**src/rtl/alu_rmw_sequencer.sv**
```systemverilog
// Read-modify-write sequencer for the 6502 shift/rotate group (ASL/LSR/ROL/ROR).
// Drives the registered ALU from latched operands and moves the operand over the memory bus.
module alu_rmw_sequencer #(
  parameter int ADDR_W  = 16,
  parameter int TIMEOUT = 15
) (
  input  logic              clk,
  input  logic              rst_n,
  input  logic              start,
  input  logic [3:0]        op_in,
  input  logic              mem_mode,
  input  logic [ADDR_W-1:0] addr_in,
  input  logic [7:0]        acc_in,
  input  logic [6:0]        status_in,
  input  logic              mem_ready,
  input  logic [7:0]        mem_rdata,
  output logic              mem_re,
  output logic              mem_we,
  output logic [ADDR_W-1:0] mem_addr,
  output logic [7:0]        mem_wdata,
  output logic [3:0]        alu_op,
  output logic [7:0]        alu_a,
  output logic [6:0]        alu_flags,
  input  logic [7:0]        alu_result,
  input  logic [6:0]        alu_flags_res,
  output logic              busy,
  output logic              done,
  output logic              err,
  output logic [7:0]        result,
  output logic [6:0]        status_out,
  output logic              status_we,
  output logic              acc_we
);

  // Opcode encodings and status bit positions shared with the alu instance.
  localparam logic [3:0] OP_ASL = 4'h5;
  localparam logic [3:0] OP_LSR = 4'h6;
  localparam logic [3:0] OP_ROL = 4'h7;
  localparam logic [3:0] OP_ROR = 4'h8;

  localparam int CARRY_FLAG    = 0;
  localparam int ZERO_FLAG     = 1;
  localparam int NEGATIVE_FLAG = 6;

  localparam int WD_W = (TIMEOUT < 2) ? 1 : $clog2(TIMEOUT);

  typedef enum logic [2:0] {
    IDLE, READ, DUMMY, EXEC, CAPT, WRITE, DONE
  } state_e;

  state_e              state_q;
  logic [3:0]          op_q;
  logic                mem_mode_q;
  logic [ADDR_W-1:0]   addr_q;
  logic [6:0]          status_q;
  logic [7:0]          operand_q;
  logic [7:0]          result_q;
  logic [6:0]          status_out_q;
  logic [WD_W-1:0]     wd_q;
  logic                mem_re_q;
  logic                mem_we_q;
  logic [ADDR_W-1:0]   mem_addr_q;
  logic [7:0]          mem_wdata_q;
  logic                busy_q;
  logic                done_q;
  logic                err_q;
  logic                status_we_q;
  logic                acc_we_q;

  logic                op_valid;
  logic                bus_state;
  logic                wd_expired;
  logic                wd_abort;
  logic [6:0]          status_merge;

  assign op_valid   = (op_in == OP_ASL) || (op_in == OP_LSR) ||
                      (op_in == OP_ROL) || (op_in == OP_ROR);
  assign bus_state  = (state_q == READ) || (state_q == DUMMY) || (state_q == WRITE);
  assign wd_expired = (TIMEOUT != 0) && (wd_q == WD_W'(TIMEOUT - 1));
  assign wd_abort   = bus_state && !mem_ready && wd_expired;

  // Only C, Z and N come from the shifter; every other bit keeps its value from start.
  always_comb begin
    status_merge                = status_q;
    status_merge[CARRY_FLAG]    = alu_flags_res[CARRY_FLAG];
    status_merge[ZERO_FLAG]     = alu_flags_res[ZERO_FLAG];
    status_merge[NEGATIVE_FLAG] = alu_flags_res[NEGATIVE_FLAG];
  end

  // NOTE: all state uses non-blocking assignments so every branch sees pre-edge values.
  always_ff @(posedge clk or negedge rst_n) begin
    if (!rst_n) begin
      state_q      <= IDLE;
      op_q         <= '0;
      mem_mode_q   <= 1'b0;
      addr_q       <= '0;
      status_q     <= '0;
      operand_q    <= '0;
      result_q     <= '0;
      status_out_q <= '0;
      wd_q         <= '0;
      mem_re_q     <= 1'b0;
      mem_we_q     <= 1'b0;
      mem_addr_q   <= '0;
      mem_wdata_q  <= '0;
      busy_q       <= 1'b0;
      done_q       <= 1'b0;
      err_q        <= 1'b0;
      status_we_q  <= 1'b0;
      acc_we_q     <= 1'b0;
    end else begin
      done_q      <= 1'b0;
      status_we_q <= 1'b0;
      acc_we_q    <= 1'b0;
      if (wd_abort) begin
        state_q  <= DONE;
        mem_re_q <= 1'b0;
        mem_we_q <= 1'b0;
        done_q   <= 1'b1;
        err_q    <= 1'b1;
      end else begin
        case (state_q)
          IDLE: begin
            if (start) begin
              op_q       <= op_in;
              mem_mode_q <= mem_mode;
              addr_q     <= addr_in;
              status_q   <= status_in;
              busy_q     <= 1'b1;
              err_q      <= 1'b0;
              if (!op_valid) begin
                state_q <= DONE;
                done_q  <= 1'b1;
                err_q   <= 1'b1;
              end else if (mem_mode) begin
                state_q    <= READ;
                mem_re_q   <= 1'b1;
                mem_addr_q <= addr_in;
                wd_q       <= '0;
              end else begin
                operand_q <= acc_in;
                state_q   <= EXEC;
              end
            end
          end
          READ: begin
            if (mem_ready) begin
              operand_q   <= mem_rdata;
              mem_re_q    <= 1'b0;
              mem_we_q    <= 1'b1;
              mem_wdata_q <= mem_rdata;
              wd_q        <= '0;
              state_q     <= DUMMY;
            end else begin
              wd_q <= wd_q + 1'b1;
            end
          end
          DUMMY: begin
            if (mem_ready) begin
              mem_we_q <= 1'b0;
              state_q  <= CAPT;
            end else begin
              wd_q <= wd_q + 1'b1;
            end
          end
          EXEC: state_q <= CAPT;
          CAPT: begin
            result_q     <= alu_result;
            status_out_q <= status_merge;
            if (mem_mode_q) begin
              state_q     <= WRITE;
              mem_we_q    <= 1'b1;
              mem_addr_q  <= addr_q;
              mem_wdata_q <= alu_result;
              wd_q        <= '0;
            end else begin
              state_q     <= DONE;
              done_q      <= 1'b1;
              status_we_q <= 1'b1;
              acc_we_q    <= 1'b1;
            end
          end
          WRITE: begin
            if (mem_ready) begin
              mem_we_q    <= 1'b0;
              state_q     <= DONE;
              done_q      <= 1'b1;
              status_we_q <= 1'b1;
            end else begin
              wd_q <= wd_q + 1'b1;
            end
          end
          DONE: begin
            state_q <= IDLE;
            busy_q  <= 1'b0;
            err_q   <= 1'b0;
          end
          default: state_q <= IDLE;
        endcase
      end
    end
  end

  // ALU inputs come straight from latched registers so stalls cannot disturb them.
  assign alu_op     = op_q;
  assign alu_a      = operand_q;
  assign alu_flags  = status_q;
  assign mem_re     = mem_re_q;
  assign mem_we     = mem_we_q;
  assign mem_addr   = mem_addr_q;
  assign mem_wdata  = mem_wdata_q;
  assign busy       = busy_q;
  assign done       = done_q;
  assign err        = err_q;
  assign result     = result_q;
  assign status_out = status_out_q;
  assign status_we  = status_we_q;
  assign acc_we     = acc_we_q;

endmodule

```
**config.mk**
```make
export PLATFORM = sky130hd
export DESIGN_NAME = alu_rmw_sequencer
export DESIGN_NICKNAME = d
export VERILOG_FILES = /design/src/rtl/alu_rmw_sequencer.sv
export SDC_FILE = /design/constraint.sdc
export NUM_CORES = 1
export LEC_CHECK = 0
export CAP_MARGIN = 40
export CORE_MARGIN = 4
export CORE_UTILIZATION = 60
export DETAILED_ROUTE_END_ITERATION = 12
export DONT_BUFFER_PORTS = 1
export PLACE_DENSITY = 0.76
export SLEW_MARGIN = 20
export SYNTH_ARGS = -nofsm -noshare
export SYNTH_HDL_FRONTEND = slang
export SYNTH_SLANG_ARGS = --single-unit
export TNS_END_PERCENT = 1
```
**constraint.sdc**
```tcl
create_clock -name clk -period 2.3 [get_ports clk]
set_input_delay 0.46 -clock clk [delete_from_list [all_inputs] [get_ports clk]]
set_output_delay 0.46 -clock clk [all_outputs]
set_load 0.05 [all_outputs]
```
# ---- After elaboration in Yosys (flattened, before gate mapping)
# Cells that the tools add are included.
# Widths: inputs -> output; s select.
dict set report word_totals {
  register_bits 89
  in_bits 63
  word_cells 128
}
dict set report classes {
  add_sub_neg 1
  eq_ne 26
  n_mux 53
  bitwise 1
  n_reduce_logical 29
}
# op n
set ops {}
lappend ops {{$mux 16} 4}
lappend ops {{$mux 8} 5}
lappend ops {{$pmux 16 s2} 1}
lappend ops {{$pmux 8 s2} 2}
lappend ops {{$mux 4} 6}
lappend ops {{$ne 3x3->1 const B} 7}
lappend ops {{$mux 1} 19}
lappend ops {{$mux 3} 6}
lappend ops {{$pmux 3 s6} 1}
lappend ops {{$pmux 4 s4} 1}
lappend ops {{$ne 2x2->1 const B} 7}
lappend ops {{$eq 4x3->1 const B} 3}
lappend ops {{$reduce_and 4->1} 3}
lappend ops {{$reduce_and 6->1} 2}
lappend ops {{$eq 3x3->1 const B} 3}
lappend ops {{$eq 4x4->1 const B} 2}
lappend ops {{$pmux 1 s2} 4}
lappend ops {{$reduce_bool 2->1} 4}
lappend ops {{$reduce_bool 4->1} 2}
lappend ops {{$reduce_and 7->1} 1}
lappend ops {{$eq 3x2->1 const B} 2}
lappend ops {{$pmux 1 s3} 2}
lappend ops {{$reduce_and 3->1} 2}
lappend ops {{$reduce_bool 3->1} 2}
lappend ops {{12 further kinds} 19}

# ---- Logic depth before layout (Yosys ltp)
# Gate-level depths: netlist (run 1).
dict set report logic_depth {
  ltp_word 8
  depth_mapped 9
  depth_no_buf 8
}

# ---- Least setup slack after synthesis (run 1)
# Ideal clock, no wire load.
dict set report synth_timing {
  path_kind {input to register}
  start {input port op_in[1]}
  end {register mem_addr_q[10], in the netlist mem_addr[10]}
  setup_ns 0.127
  arrival_ns 1.703
  required_ns 2.173
  setup_slack_ns 0.469
  stages 7
  n_path_buf 1
  path_cell_list {nor2_1 mux2i_2 nor2b_2 nand2_1 a21boi_4 buf_6 mux2_1}
}
dict set report synth_via {
  elab_chain_cells 6
}
# item line_no
set synth_lines {}
lappend synth_lines {{start, declared} 10} ;# input logic [3:0] op_in,
lappend synth_lines {{$eq 4x3->1} 76} ;# assign op_valid = (op_in == OP_ASL) || (op_in == OP_LSR) ||
lappend synth_lines {{$logic_or 1x1->1 (2 in series)} 76}
lappend synth_lines {{$logic_or 1x1->1 (*)} 77} ;# (op_in == OP_ROL) || (op_in == OP_ROR);
lappend synth_lines {{$ne 2x2->1 (no line) (*)} n/a}
lappend synth_lines {{$reduce_and 6->1 (no line) (*)} n/a}
lappend synth_lines {{end signal, assigned} 138} ;# mem_addr_q <= addr_in;
lappend synth_lines {{end signal, assigned} 173} ;# mem_addr_q <= addr_q;
lappend synth_lines {{end, declared} 62} ;# logic [ADDR_W-1:0] mem_addr_q;
# Every way passes the cells marked *; elsewhere a longest branch is shown, timed or not.
# A chain may end at the register's enable or synchronous reset.

# ---- Final worst setup path (run 1)
dict set report layout_timing {
  start {register state_q[2]}
  end {register state_q[2]}
}
dict set report layout_via {
  elab_chain_cells 7
}
# item line_no
set layout_lines {}
lappend layout_lines {{start, declared} 51} ;# state_e state_q;
lappend layout_lines {{start signal, assigned} 93} ;# state_q <= IDLE;
lappend layout_lines {{start signal, assigned} 116} ;# state_q <= DONE;
lappend layout_lines {{start signal, assigned} 132} ;# state_q <= DONE;
lappend layout_lines {{$eq 3x1->1 or $eq 3x2->1 (tied branches)} {78, 122}}
lappend layout_lines {{$logic_or 1x1->1 (2 in series)} 78} ;# assign bus_state = (state_q == READ) || (state_q == DUMMY) || (state_q == WRITE);
lappend layout_lines {{$logic_and 1x1->1 (2 in series)} 80} ;# assign wd_abort = bus_state && !mem_ready && wd_expired;
lappend layout_lines {{$ne 3x3->1 (no line)} n/a}
lappend layout_lines {{$reduce_and 4->1 (no line)} n/a}
# Parallel ways exist; a longest one is shown, timed or not.

==> results of run 1 <==
## per-layer routing
metal / GRT usage, % / wire [um] / vias up
li1: - / - / 1321
met4: 7.65 / 73 / 0
met2: 35.5 / 4180 / 105
met5: 0 / 0 / -
met1: 26.1 / 3570 / 1325
met3: 8.42 / 822 / 5
## worst reg2reg max path, cell delays in order (launching register included)
cell and delay, ps:
dfrtp_1 680, buf_4 230, a21bo_2 120, nand3_1 80, o2bb2ai_2 150, nand4_2 130, a21boi_4 230, mux2_4 320
## final cells by class
class,count,area (sq um)
Clock buffer,9,124
Clock inverter,6,115
Fill cell,489,2010
Inverter,4,15.0
Multi-Input combinational cell,280,1740
Sequential cell,89,2230
Tap cell,77,96.3
Timing Repair Buffer,15,138
## sequential cells by signal, summed over array words and instances (netlist names), 3 cells and up
name,count
addr_q,16
alu_a,8
alu_flags,7
alu_op,4
mem_addr,16
mem_wdata,8
result,8
state_q,3
status_out,7
wd_q,4
## placed cells by master, fill, tap and decap left out, types with 2 or more instances in the layout
cell       instances
mux2_2            28
nor2b_1            3
dfrtp_1           89
and2_1             4
a21boi_4           2
ha_1               4
o21ai_1           11
o21ai_0            9
nor2_1            18
inv_1              4
mux2_4             2
o21a_1             2
clkbuf_8           9
nand2_1          125
inv_6              2
buf_4             13
nand2b_1           5
mux2i_1            8
mux2_1            16
a31oi_1           10
a21oi_1            4
nand3_1            6
buf_12             2
a21o_1             4
o31ai_1            3
bufinv_16          3
## stage by stage
stage | std cells | hold slack (ps) | instance area [sq um] | util [%]
floorplan | 393 | 164 | 4080 | -
global placement | 464 | 167 | 4210 | 65.1
detailed placement | 465 | 166 | 4210 | 65.2
CTS | 480 | -219 | 4450 | 68.9
global route | 480 | -235 | 4450 | 68.9
finish | 480 | -203 | 4450 | 68.9
## logic make-up (layout without fill, tap and decap cells)
| family | count (synthesis) | count (layout) | synth area share [%] |
|---|---|---|---|
| buffers and inverters | 24 | 34 | 2.82 |
| muxes | 55 | 55 | 15.2 |
| adders and majority gates | 4 | 4 | 1.23 |
| AOI/OAI and AO/OA | 52 | 52 | 8.74 |
| and+or+nand+nor | 169 | 169 | 17.4 |
| DFF | 89 | 89 | 54.6 |
## worst paths after layout
| kind | cells after the start | from | slack, ps | to |
|---|---|---|---|---|
| setup reg to reg | 7 | state_q[2] | 250 | state_q[2] |
| min in group clk | 2 | alu_flags_res[0] | 210 | status_out[0] |
| hold reg to reg | 1 | addr_q[10] | 510 | addr_q[10] |
| max in group asynchronous | 0 | rst_n | 2350 | status_we |
| setup / recovery | 7 | state_q[2] | 250 | state_q[2] |
| hold / removal | 0 | rst_n | -200 | alu_a[0] |
==> metrics.yaml, run 1 <==
syn_inst: 393
cts_buffer_depth: 2
grt.total_usage_pct: 21.7
diodes: 0
area_delta_synth_final_pct: 9.14
h-tree-depth: 3
nets: 466
grt_antenna_before_repair: 0
fin_crit_sh_pct: 89.0
rows: 29
drive_gt1_share_pct: 17.9
slowest_stage: "dfrtp_1"
die_height_um: 90.5
cts_tree: "done"
slew-limit-headroom_pct: 58.7
initial_utilization_pct: 63.2
grt_pass1_wl_um: 14300
pin_count: 128
post_cts_resized: 0
yosysMostFrequentCell: "nand2_1"
fin_crit_ps: 2050
num_vias: 2756
cp-end-kind: "flop"
core_area_sq_um: 6460
fin_ws_ps: 254
worstPathBufferInverterCount: 1
synthTopCellsByArea: "dfrtp_1 55%, nand2_1 12%, mux2_2 7.7%, mux2_1 4.4%, mux2i_1 2.0%"
grt_max_degree: 90
hpwl_um: 6130
path_delay_family: "flip-flops"
synth_common_cells: "125 x nand2_1, 89 x dfrtp_1, 28 x mux2_2"
hold_path_class: "in2async"
cts.root.buffer_cell: "clkbuf_8"
maxSlewViolCount: 0
drc: 0
ys_ff_latch: 89
holdWs_ps: -203
setup_viol: 0
grt-ovfl-total: 0
yosys.area.top_type: "dfrtp_1"
worstPathRequired_ps: 2530
outcome: "complete, but fails checks"
drtPass1Iterations: 4
critPathArrivalTime_ps: 2280
routedWlPerCell_um: 18.0
ant_nets: 0
wl_um: 8640
cp_cell_sequence: "buf_4 > a21bo_2 > nand3_1 > o2bb2ai_2 > nand4_2 > a21boi_4 > mux2_4"
synth_top_area_share_pct: 54.6
post_cts.repair.setup_buffers: 0
port_buffers: 0
critPathMaxFanout: 16
synth_nets: 460
drv_cap: 0
die_area_sq_um: 8180
rsz0062_at_grt: "no"
chipWidth_um: 90.5
cts.sinks: 89
place.gp.congestion: 0.842
synth_area_per_cell_sq_um: 10.4
via_per_inst: 5.74
max_stage_delay_ps: 680
grt_pass1_vias: 2873
synth_edf_count: 0
first_iter_violations: 82
numCtsBuffers: 9
yosysWarnings: 0
worstSetupStartpointType: "flop"
clock_skew_ps: 7.85
async_reset_ff_share_pct: 100
tightest_slew_ps: 618
clkTransAtPathRegs_ps: 80
pre_cts_ws_ps: 146
max_freq_mhz: 489
hold_viol_final: 89
seq_area_frac_synth_pct: 54.6
synth_top_flop_cell: "dfrtp_1"
violations: "negative hold slack"
netlist_area_sq_um: 4080
final.setup.tns_ps: 0
ys_types: 41
worstSetupPathType: "reg2reg"
clk_latency_ps: 350
Power of run 1 is not shown: default switching activity piles up to over one toggle a cycle in this logic, so the estimate is an artifact.
==> run 2, diff against run 1 <==
Settings changed: CORE_UTILIZATION 60 to 61, HOLD_SLACK_MARGIN set to 0.06, PLACE_DENSITY 0.76 to 0.77.
==> metrics.yaml, run 2 (synthesis results as in run 1) <==
hold_path_class: "in2async"
grt_max_degree: 90  # unchanged
pin_count: 128  # unchanged
routedWlPerCell_um: 17.9  # -0.63%
post_cts.repair.setup_buffers: 0  # unchanged
rsz0062_at_grt: "no"
grt_pass1_wl_um: 14400  # +1.0%
cts.sinks: 89  # unchanged
hold_viol_final: 89  # unchanged
wl_um: 8520  # -1.5%
cp-end-kind: "flop"
slowest_stage: "a21boi_4"
reg2reg_from: "state_q[2]"
worstSetupPathType: "reg2reg"
ff2ff_path_depth: 5  # -2
max_stage_delay_ps: 530  # -150 ps
cts_tree: "done"
worstPathRequired_ps: 2530  # about the same
die_height_um: 89.8  # -0.75%
worstPathBufferInverterCount: 1  # unchanged
rows: 29  # unchanged
cts.root.buffer_cell: "clkbuf_8"
drv_cap: 0  # unchanged
cts_buffer_depth: 2  # unchanged
hpwl_um: 6100  # -0.42%
port_buffers: 0  # unchanged
diodes: 0  # unchanged
crit_start: "state_q[2]"
r2r_end: "mem_addr[8]"
grt.total_usage_pct: 21.9  # +0.23 points
ant_nets: 0  # unchanged
core_area_sq_um: 6420  # -0.56%
num_vias: 2792  # +1.3%
grt_pass1_vias: 2872  # -0.035%
setup_viol: 0  # unchanged
tightest_slew_ps: 601  # -16.5 ps
cp_cell_sequence: "buf_12 > nor2_1 > nand2_1 > a21boi_4 > mux2_1"
clkTransAtPathRegs_ps: 100  # +20 ps
via_per_inst: 5.87  # +2.2%
first_iter_violations: 132  # +61%
crit_path_end: "mem_addr[8]"
final_common_cell: "nand2_1"
critPathMaxFanout: 16  # unchanged
outcome: "complete, but fails checks"
drc: 0  # unchanged
seqCellArea_sq_um: 2230  # unchanged
final.setup.tns_ps: 0  # unchanged
violations: "negative hold slack"
chipWidth_um: 89.8  # -0.75%
worst-path-stages: 5  # -2
clock_skew_ps: 14.4  # +6.59 ps
multi_input_area_sq_um: 1740  # unchanged
drive_gt1_share_pct: 17.0  # -0.82 points
maxSlewViolCount: 0  # unchanged
r2r_slack_ps: 250  # about the same
slew-limit-headroom_pct: 59.8  # +1.1 points
worstSetupStartpointType: "flop"
max_freq_mhz: 489  # about the same
die_area_sq_um: 8060  # -1.5%
nets: 461  # -1.1%
fin_crit_ps: 2050  # +0.0320 ps
grt-ovfl-total: 0  # unchanged
path_delay_family: "compound AO/OA/AOI/OAI gates"
clk_latency_ps: 350  # about the same
area_delta_synth_final_pct: 7.21
place.gp.congestion: 0.839  # -0.36%
h-tree-depth: 3  # unchanged
post_cts_resized: 0  # unchanged
grt_antenna_before_repair: 0  # unchanged
holdWs_ps: -199  # +3.56 ps
final_cell_mix: "125 x nand2_1, 89 x dfrtp_1, 28 x mux2_2, 18 x nor2_1, 16 x mux2_1"
fin_crit_sh_pct: 89.0  # about the same
initial_utilization_pct: 63.5  # +0.36 points
drtPass1Iterations: 6  # +2
n_fill_cell: 490  # +0.20%
critPathArrivalTime_ps: 2280  # about the same
numCtsBuffers: 9  # unchanged
## run 2: changes by cell type in the layout (fill, tap and decap cells not counted), sizes merged
cell / before / now
bufinv: 3 / 1
buf: 15 / 10
clkinv: 0 / 2
inv: 6 / 7
## run 2: layer usage
| metal | part of all wire [%] | GRT usage [%] | vias up |
|---|---|---|---|
| li1 | - | - | 1311 |
| met1 | 42 | 26.6 | 1362 |
| met2 | 47 | 35.7 | 105 |
| met3 | 9.1 | 8.26 | 14 |
| met4 | 1.6 | 8.43 | 0 |
| met5 | 0 | 0 | - |
## run 2: worst min path at each step
| stage | to | slack (ps) | depth (start not counted) |
|---|---|---|---|
| after global placement | alu_a[2] | 170 | 0 |
| after CTS | mem_addr[3] | -220 | 0 |
| after global routing | addr_q[0] | -230 | 0 |
| after floorplan | acc_we | 160 | 0 |
| after detailed placement | alu_a[0] | 170 | 0 |
| final | mem_wdata[6] | -200 | 0 |
## run 2: layout make-up
type,count,share of cell area (%)
sequential,89,50.9
multi-input combinational,280,39.7
tap,77,2.20
inverter,4,0.343
timing repair buffer,10,2.29
clock inverter,7,1.69
clock buffer,9,2.83
## run 2: through the flow
step / worst slack [ps] / hold slack, ps / instances / utilization (%) / cell area [sq um]
final: 254 / -199 / 476 / 68.1 / 4370
after global routing: 68.0 / -227 / 476 / 68.1 / 4370
after CTS: 240 / -225 / 476 / 68.1 / 4370
after detailed placement: 173 / 167 / 460 / 65.0 / 4180
after global placement: 200 / 167 / 459 / 64.9 / 4170
after floorplan: 469 / 164 / 393 / - / 4080
## run 2: worst register-to-register path: cells and delay by family (launching register included)
kind / cells / cell delay (ps)
AO/OA/AOI/OAI: 1 / 530
flip-flops: 1 / 500
buffers and inverters: 1 / 210
AND/OR/NAND/NOR: 2 / 320
multiplexers: 1 / 390
Power of run 2 is left out for the same reason.
==> run 3, diff against run 2 <==
Settings changed: RECOVER_POWER set to 25, SLEW_MARGIN 20 to 30.
==> metrics.yaml, run 3 (synthesis results as in run 1) <==
outcome: "complete, but fails checks"
violations: "negative hold slack"
setup_viol: 0  # unchanged
port_buffers: 0  # unchanged
final_common_cell: "nand2_1"
placed_cells: 460  # unchanged
chipWidth_um: 89.8  # unchanged
final_cell_mix: "125 x nand2_1, 89 x dfrtp_1, 28 x mux2_2, 18 x nor2_1, 16 x mux2_1"
core_area_sq_um: 6420  # unchanged
critPathMaxFanout: 17  # +1
fin_crit_sh_pct: 89.6  # +0.65 points
n_fill_cell: 485  # -1.0%
clkTransAtPathRegs_ps: 100  # about the same
drv_cap: 0  # unchanged
worstSetupStartpointType: "flop"
hold_path_class: "in2async"
tightest_slew_ps: 585  # -16.3 ps
slew-limit-headroom_pct: 61.0  # +1.1 points
first_iter_violations: 115  # -13%
hold_viol_final: 89  # unchanged
num_vias: 2772  # -0.72%
max_freq_mhz: 485  # -0.72%
routedWlPerCell_um: 17.8  # -0.29%
critPathArrivalTime_ps: 2290  # about the same
grt_pass1_wl_um: 14000  # -3.0%
maxSlewViolCount: 0  # unchanged
drive_gt1_share_pct: 17.0  # unchanged
rsz0062_at_grt: "no"
worstSetupPathType: "reg2reg"
drc: 0  # unchanged
hpwl_um: 6080  # -0.43%
ant_nets: 0  # unchanged
wl_um: 8490  # -0.29%
grt_antenna_before_repair: 0  # unchanged
rows: 29  # unchanged
post_cts_resized: 0  # unchanged
clk_latency_ps: 350  # about the same
post_cts.repair.setup_buffers: 0  # unchanged
cts_buffer_depth: 2  # unchanged
worstPathRequired_ps: 2530  # about the same
numCtsBuffers: 9  # unchanged
die_height_um: 89.8  # unchanged
final.setup.tns_ps: 0  # unchanged
drtPass1Iterations: 4  # -2
grt.total_usage_pct: 21.3  # -0.59 points
stdcell_count: 476  # unchanged
place.gp.congestion: 0.839  # unchanged
pin_count: 128  # unchanged
grt_pass1_vias: 2765  # -3.7%
cp-end-kind: "flop"
cts_tree: "done"
cts.root.buffer_cell: "clkbuf_8"
initial_utilization_pct: 63.5  # unchanged
finalCoreUtilization_pct: 68.1  # unchanged
die_area_sq_um: 8060  # unchanged
clock_skew_ps: 18.0  # +3.56 ps
h-tree-depth: 3  # unchanged
fin_ws_ps: 239  # -14.9 ps
grt-ovfl-total: 0  # unchanged
cts.sinks: 89  # unchanged
fin_crit_ps: 2060  # +14.9 ps
nets: 461  # unchanged
pre_cts_ws_ps: 167  # -6.44 ps
via_per_inst: 5.82  # -0.72%
holdWs_ps: -199  # +0.502 ps
grt_max_degree: 90  # unchanged
diodes: 0  # unchanged
area_delta_synth_final_pct: 7.21  # unchanged
==> run 3: cell counts in the layout (fill, tap and decap cells not counted) <==
Identical to the previous run, type by type.
==> run 3: path summary, 6_finish.rpt <==
check | end | cells past startpoint | slack (ps) | startpoint
setup / recovery | state_q[2] | 5 | 240 | state_q[0]
hold / removal | mem_addr[2] | 0 | -200 | rst_n
setup reg to reg | state_q[2] | 5 | 240 | state_q[0]
hold reg to reg | addr_q[11] | 1 | 520 | addr_q[11]
max in group asynchronous | mem_mode_q | 0 | 2360 | rst_n
min in group clk | status_out[0] | 2 | 220 | alu_flags_res[0]
==> run 3: per-stage QoR <==
stage                     hold WS (ps)  instance area, sq um
after floorplan                    164                  4080
after global placement             167                  4170
after detailed placement           167                  4180
after CTS                         -227                  4370
after global routing              -228                  4370
final                             -199                  4370
==> run 3: layer usage <==
metal,vias to the layer above,GRT usage (%),part of all wire (%),routed length [um]
met4,0,7.92,1.0,89
met1,1339,25.9,41,3480
met2,106,34.8,48,4120
li1,1319,-,-,-
met3,8,8.10,9.5,809
met5,-,0,0,0
==> run 3: worst max-delay path: stages (launching register included) <==
cell	delay, ps
dfrtp_1	580
or3b_4	500
o2bb2ai_2	190
nand4_2	180
a21boi_4	190
mux2_4	300
==> run 3: final cells by class <==
cell class | count | area, sq um | area share (%)
repair buffers | 10 | 100 | 2.29
inverters | 4 | 15.0 | 0.343
well taps | 77 | 96.3 | 2.20
flip-flops and latches | 89 | 2230 | 50.9
clock buffers | 9 | 124 | 2.83
clock inverters | 7 | 73.8 | 1.69
multi-input cells | 280 | 1740 | 39.7
Power of run 3 is left out for the same reason.
